`config.mk`:
```
export PLATFORM = sky130hd
export DESIGN_NAME = mem_ctrl_arb
export DESIGN_NICKNAME = d
export VERILOG_FILES = /design/src/rtl/mem_ctrl_arb.sv
export SDC_FILE = /design/constraint.sdc
export NUM_CORES = 1
export LEC_CHECK = 0
export ABC_CLOCK_PERIOD_IN_PS = 6000
export CAP_MARGIN = 15
export CORE_ASPECT_RATIO = 1.75
export CORE_MARGIN = 4
export CORE_UTILIZATION = 40
export CTS_BUF_LIST = sky130_fd_sc_hd__clkbuf_8
export DETAILED_ROUTE_END_ITERATION = 12
export PLACE_DENSITY = 0.67
export SLEW_MARGIN = 25
export SYNTH_ARGS = -nofsm -noshare
export SYNTH_HDL_FRONTEND = slang
export SYNTH_SLANG_ARGS = --single-unit
```
`constraint.sdc`:
```
create_clock -name clk -period 6 [get_ports clk]
set_clock_uncertainty 0.1 [all_clocks]
set_input_delay 1.2 -clock clk [delete_from_list [all_inputs] [get_ports clk]]
set_output_delay 1.2 -clock clk [all_outputs]
set_load 0.05 [all_outputs]
```
`src/rtl/mem_ctrl_arb.sv`:
```
// rtl/mem_ctrl_arb.sv - byte-serial RAM/IO bus master arbitrating LSB data and instruction-fetch requests
// Optional macro MC_IO_STALL_EN: holds IO-region write bytes while io_buffer_full is set.
module mem_ctrl_arb #(
  parameter int ADDR_W = 32,
  parameter int IF_LEN = 4
) (
  input  logic              clk,
  input  logic              rst,
  input  logic              rdy,
  input  logic              rollback,
  input  logic              lsb_en,
  input  logic              lsb_wr,
  input  logic [ADDR_W-1:0] lsb_addr,
  input  logic [2:0]        lsb_len,
  input  logic [31:0]       lsb_w_data,
  output logic              lsb_done,
  output logic [31:0]       lsb_r_data,
  input  logic              if_en,
  input  logic [ADDR_W-1:0] if_addr,
  output logic              if_done,
  output logic [31:0]       if_data,
  input  logic [7:0]        mem_din,
  output logic [7:0]        mem_dout,
  output logic [ADDR_W-1:0] mem_a,
  output logic              mem_wr,
  input  logic              io_buffer_full
);

  typedef enum logic [1:0] {S_IDLE, S_RD, S_WR, S_COOL} state_t;

  localparam logic       SRC_DATA = 1'b0;
  localparam logic       SRC_IF   = 1'b1;
  localparam logic [2:0] IF_LEN_L = IF_LEN[2:0];

  state_t            state_q, state_d;
  logic              src_q;
  logic [ADDR_W-1:0] base_q;
  logic [ADDR_W-1:0] mem_a_q;
  logic [2:0]        len_q;
  logic [2:0]        k_q;
  logic [31:0]       wdata_q;
  logic [31:0]       rbuf_q;
  logic [31:0]       rbuf_merged;
  logic [31:0]       lsb_r_data_q;
  logic [31:0]       if_data_q;
  logic              lsb_done_q;
  logic              if_done_q;
  logic              accept;
  logic              rd_last;
  logic              wr_last;
  logic              io_stall;
  logic [1:0]        cap_idx;

  function automatic logic [2:0] norm_len(input logic [2:0] l);
    case (l)
      3'd1:    return 3'd1;
      3'd2:    return 3'd2;
      default: return 3'd4;
    endcase
  endfunction

  assign accept  = !rollback && (lsb_en || if_en);
  // In RD, k counts cycles; the byte captured this cycle was addressed k-1 cycles after acceptance.
  assign rd_last = (k_q == len_q);
  assign wr_last = (k_q == len_q - 3'd1);
  assign cap_idx = k_q[1:0] - 2'd1;

`ifdef MC_IO_STALL_EN
  assign io_stall = (state_q == S_WR) && (mem_a_q[17:16] == 2'b11) && io_buffer_full;
`else
  logic unused_io_buffer_full;
  assign unused_io_buffer_full = io_buffer_full;
  assign io_stall = 1'b0;
`endif

  always_comb begin
    rbuf_merged = rbuf_q;
    rbuf_merged[{cap_idx, 3'b000} +: 8] = mem_din;
  end

  always_ff @(posedge clk) begin
    if (rst) begin
      state_q <= S_IDLE;
    end else if (rdy) begin
      state_q <= state_d;
    end
  end

  always_comb begin
    state_d = state_q;
    case (state_q)
      S_IDLE: begin
        if (accept) begin
          state_d = (lsb_en && lsb_wr) ? S_WR : S_RD;
        end
      end
      S_RD: begin
        if (rollback) begin
          state_d = S_IDLE;
        end else if (rd_last) begin
          state_d = S_COOL;
        end
      end
      S_WR: begin
        if (!io_stall && wr_last) begin
          state_d = S_COOL;
        end
      end
      default: state_d = S_IDLE;
    endcase
  end

  always_comb begin
    mem_wr   = 1'b0;
    mem_dout = 8'h00;
    if (state_q == S_WR) begin
      mem_dout = wdata_q[{k_q[1:0], 3'b000} +: 8];
      mem_wr   = rdy && !io_stall;
    end
  end

  always_ff @(posedge clk) begin
    if (rst) begin
      src_q        <= SRC_DATA;
      base_q       <= '0;
      mem_a_q      <= '0;
      len_q        <= 3'd0;
      k_q          <= 3'd0;
      wdata_q      <= 32'h0;
      rbuf_q       <= 32'h0;
      lsb_r_data_q <= 32'h0;
      if_data_q    <= 32'h0;
      lsb_done_q   <= 1'b0;
      if_done_q    <= 1'b0;
    end else if (rdy) begin
      lsb_done_q <= 1'b0;
      if_done_q  <= 1'b0;
      case (state_q)
        S_IDLE: begin
          if (accept) begin
            src_q   <= lsb_en ? SRC_DATA : SRC_IF;
            base_q  <= lsb_en ? lsb_addr : if_addr;
            mem_a_q <= lsb_en ? lsb_addr : if_addr;
            len_q   <= lsb_en ? norm_len(lsb_len) : IF_LEN_L;
            wdata_q <= lsb_w_data;
            k_q     <= 3'd0;
            rbuf_q  <= 32'h0;
          end
        end
        S_RD: begin
          if (rollback) begin
            k_q <= 3'd0;
          end else begin
            if (k_q != 3'd0) begin
              rbuf_q <= rbuf_merged;
            end
            if (rd_last) begin
              k_q <= 3'd0;
              if (src_q == SRC_IF) begin
                if_done_q <= 1'b1;
                if_data_q <= rbuf_merged;
              end else begin
                lsb_done_q   <= 1'b1;
                lsb_r_data_q <= rbuf_merged;
              end
            end else begin
              k_q <= k_q + 3'd1;
              if (k_q + 3'd1 < len_q) begin
                mem_a_q <= base_q + ADDR_W'(k_q + 3'd1);
              end
            end
          end
        end
        S_WR: begin
          if (!io_stall) begin
            if (wr_last) begin
              k_q        <= 3'd0;
              lsb_done_q <= 1'b1;
            end else begin
              k_q     <= k_q + 3'd1;
              mem_a_q <= base_q + ADDR_W'(k_q + 3'd1);
            end
          end
        end
        default: ;
      endcase
    end
  end

  assign lsb_done   = lsb_done_q;
  assign if_done    = if_done_q;
  assign lsb_r_data = lsb_r_data_q;
  assign if_data    = if_data_q;
  assign mem_a      = mem_a_q;

endmodule
```
==> summary.md <==
| Metric | Value |
|---|---|
| Layout fillers | 2148 |
| Clk pwr share | 0.368 |
| Fin crit share | 0.6937 |
| Drt via density | 5.242 |
| Cell row count | between 70 and 80 |
| R2R cell count | 9 |
| MaxCap Viol Count | 0 |
| Worst-path clk slew | roughly 0.060 ns |
| Leak | approximately 4.4 nW |
| Post-CTS Hold Fix Bufs | 0 |
| Count leader, synth | dfxtp_1 |
| RR Endpoint | mem_a[22] |
| Skew-Pair Late Insertion Delay | roughly 0.56 ns |
| Post-CTS Resized | 0 |
| Post-route cell area | roughly 0.012 mm² |
| Total power draw | around 3.2 mW |
| Hold_sp | rbuf_q[26] |
| Asr flop ratio synth | 0 |
| Crit path launch type | input port |
| Hold Crit Depth | 2 |
| Starting Density | 0.4092 |
| Pint | 2.284 mW |
| Endpoints failing hold | 0 |
| Crit-path max FO | 8 |
| PortBufs | 220 |
| CTS root buffer | clkbuf_8 |
| Net Switching | 0.9154 mW |
| Global-route wire length before repair | between 40000 and 50000 µm |
| CTS tree | built |
| Most frequent cells after synthesis | 203 x dfxtp_1, 133 x nand2_1, 130 x a21oi_1 |
| Max Clock Freq | about 240 MHz |
| H-Tree Depth | 1 |
| Fin util | 0.5425 |
| Vias in the first global route | around 8000 |
| Pre-CTS WS | about 1.8 ns |
| Cell Area, Placed | around 0.012 mm² |
| Setup violators final | 0 |
| Sequential area share after synthesis | 0.4350 |
| Final min period | 4.162 ns |
| Syn Area/Cell | roughly 8.5 µm² |
| Worst Path Required | about 4.7 ns |
| Mapped Area | just over 0.009 mm² |
| DIE WIDTH | 123.5 µm |
| Post-route antenna net violation count | 0 |
| Core area | 0.02283 mm² |
| Sw Ratio | 0.2861 |
| Layout cells sized above 1 | 0.06313 |
| Via count | 8398 |
| Synth warn | 0 |
| Top-area cell type share of the netlist area | 0.4350 |
| Synth area leader | dfxtp_1 |
| Die height | about 210 µm |
| Synth Instances | between 1000 and 1500 |
| Number of enable flip-flop cells after synthesis | 0 |
| CP endpoint kind | output port |
| Peak VDD IR | 0.1667 mV |
| Combinational share of power | 0.178 |
| TritonRoute pass-1 iters | 5 |
| WS Path Type | in2out |
| Clock sink count | 203 |
| Most frequent CP cell | clkdlybuf4s50_1 |
| Ports | ~220 |
| Tightest Hold Check Type | reg2reg |
| Post-route DRC | 0 |
| Ranking of synthesized cells by area | dfxtp_1 43%, a211oi_1 8.0%, a21oi_1 7.0%, nand2_1 5.3%, nor2_1 4.7% |
| GPL Wtd Cong | 0.7939 |
| Layout overhead on the synthesized area | 32.60% |
| Total grt overflow | 0 |
| Total GRT Usage | 0.2024 |
| Max clock buf depth | 3 |
| Syn nets | about 1200 |
| Netlist cell types | 55 |
| Setup TNS | 0 ns |
| Worst path max stage delay | ~0.8 ns |
| HPWL Detailed | ~19000 µm |
| Nets | 1410 |
| Outcome | completed |
| Per-cell routed wire length | about 17 µm |
| PD cells | ~260 mW/mm² |
| Initial antenna violation count | 3 |
| Slew HR | 0.3312 |
| End point of the worst hold path | rbuf_q[26] |
| Final worst slack | 1.838 ns |
| Cts bufs inserted | 30 |
| Initial drt markers | around 440 |
| Post-CTS Setup Repair Bufs | 0 |
| Worst R2R Start | k_q[1] |
| Total Routed Length | 27190 µm |
| R2R setup slack | 2.16 ns |
| CP cell instances | clkdlybuf4s50_1 -> and2_1 -> clkdlybuf4s50_1 |
| Worst Tran Pin Value | 0.9995 ns |
| Crit path arrival time | approximately 2.9 ns |
| Synth Register Bits | between 200 and 250 |
| CP max stage cell | clkdlybuf4s50_1 |
| Sequential fraction of design power | 0.455 |
| Max-slew violations | 0 |
| Main synth FF type | dfxtp_1 |
| Die ar. | between 0.02 and 0.03 mm² |
| RSZ-0062 raised after global routing | no |
| Largest net degree at the start of global routing | approximately 120 |
## placed cells by master (no fill, tap or decap), drive strengths merged, types with 3 or more instances in the layout
cell type      Yosys  routed
and3               9       9
nor2b             35      35
clkdlybuf4s50      0     218
mux4               8       8
dfxtp            203     203
nor4               3       3
o211ai             6       6
a211oi           101     101
xor2              22      22
o21ai              6       6
clkbuf            64      38
nor2             118     118
a21oi            130     130
nand2            133     133
diode              0       3
nand3b            32      32
and4               4       4
xnor2              9       9
inv               20      32
and2              23      23
nand4             11      11
buf               20      18
a31oi              3       3
nor3               9       9
nand2b             3       3
a32o               6       6
a211o             10      10
mux2i             38      38
or3                5       5
nand3             19      19
ha                17      17
## registers in the layout, indices dropped and copies added (netlist names)
| signal | cells |
|---|---|
| lsb_done | 1 |
| lsb_r_data | 32 |
| if_data | 32 |
| mem_a | 32 |
| len_q | 3 |
| src_q | 1 |
| state_q | 2 |
| if_done | 1 |
| k_q | 3 |
| wdata_q | 32 |
| base_q | 32 |
| rbuf_q | 32 |
## metrics by stage
| step | std cells | hold slack [ns] |
|---|---|---|
| after floorplan | 1093 | 0.3273 |
| after global placement | 1545 | 0.3326 |
| after detailed placement | 1545 | 0.3386 |
| after CTS | 1599 | 0.3474 |
| after global routing | 1602 | 0.3572 |
| final | 1602 | 0.3454 |
## cell families (layout without fill, tap and decap cells)
kind of cell / after synthesis / count (layout) / share of synthesized area
adders and majority gates: 18 / 18 / 0.02491
other: 0 / 3 / 0
buffers and inverters: 104 / 310 / 0.04299
DFF: 203 / 203 / 0.4350
xor gates and xnor gates: 32 / 32 / 0.03147
muxes: 48 / 48 / 0.06241
and+or+nand+nor: 411 / 411 / 0.2123
AOI/OAI and AO/OA: 277 / 277 / 0.1910
## power by group through the flow
stage	Clock, mW	Combinational [mW]	Sequential (mW)
final	1.18	0.569	1.45
after global routing	1.27	0.612	1.46
after CTS	1.22	0.572	1.45
after detailed placement	0	0.570	1.48
after global placement	0	0.566	1.48
after floorplan	0	0.257	1.57
## final cells by class
cell class	count	area (µm²)	share of cell area
Antenna cell	3	7.507	0.0006060
Clock buffer	38	523.0	0.04222
Clock inverter	16	115.1	0.009292
Inverter	20	75.07	0.006060
Multi-Input combinational cell	786	4910	0.3963
Sequential cell	203	4064	0.3280
Tap cell	300	375.4	0.03030
Timing Repair Buffer	236	2318	0.1872
## worst max path at each step
stage | startpoint | endpoint | slack (ns) | cells past startpoint
after global routing | rdy | mem_wr | 1.78 | 3
after CTS | rdy | mem_wr | 1.84 | 3
after global placement | rdy | mem_wr | 1.85 | 3
final | rdy | mem_wr | 1.84 | 3
after floorplan | k_q[0] | mem_a[20] | 2.71 | 11
after detailed placement | rdy | mem_wr | 1.84 | 3
## routing by layer
metal / global-route usage / routed length, µm / vias up
met5: 0 / 0 / -
met4: 0.07151 / 826 / 0
met3: 0.03275 / 1352 / 38
met2: 0.3818 / 14850 / 229
met1: 0.2234 / 10160 / 3910
li1: - / - / 4221
## worst max-delay path: cells and delay by family
kind,cells,cell delay (ns)
buf+inv,2,1.48
simple gates,1,0.19
No activity file was read; power rests on OpenSTA's default activity.
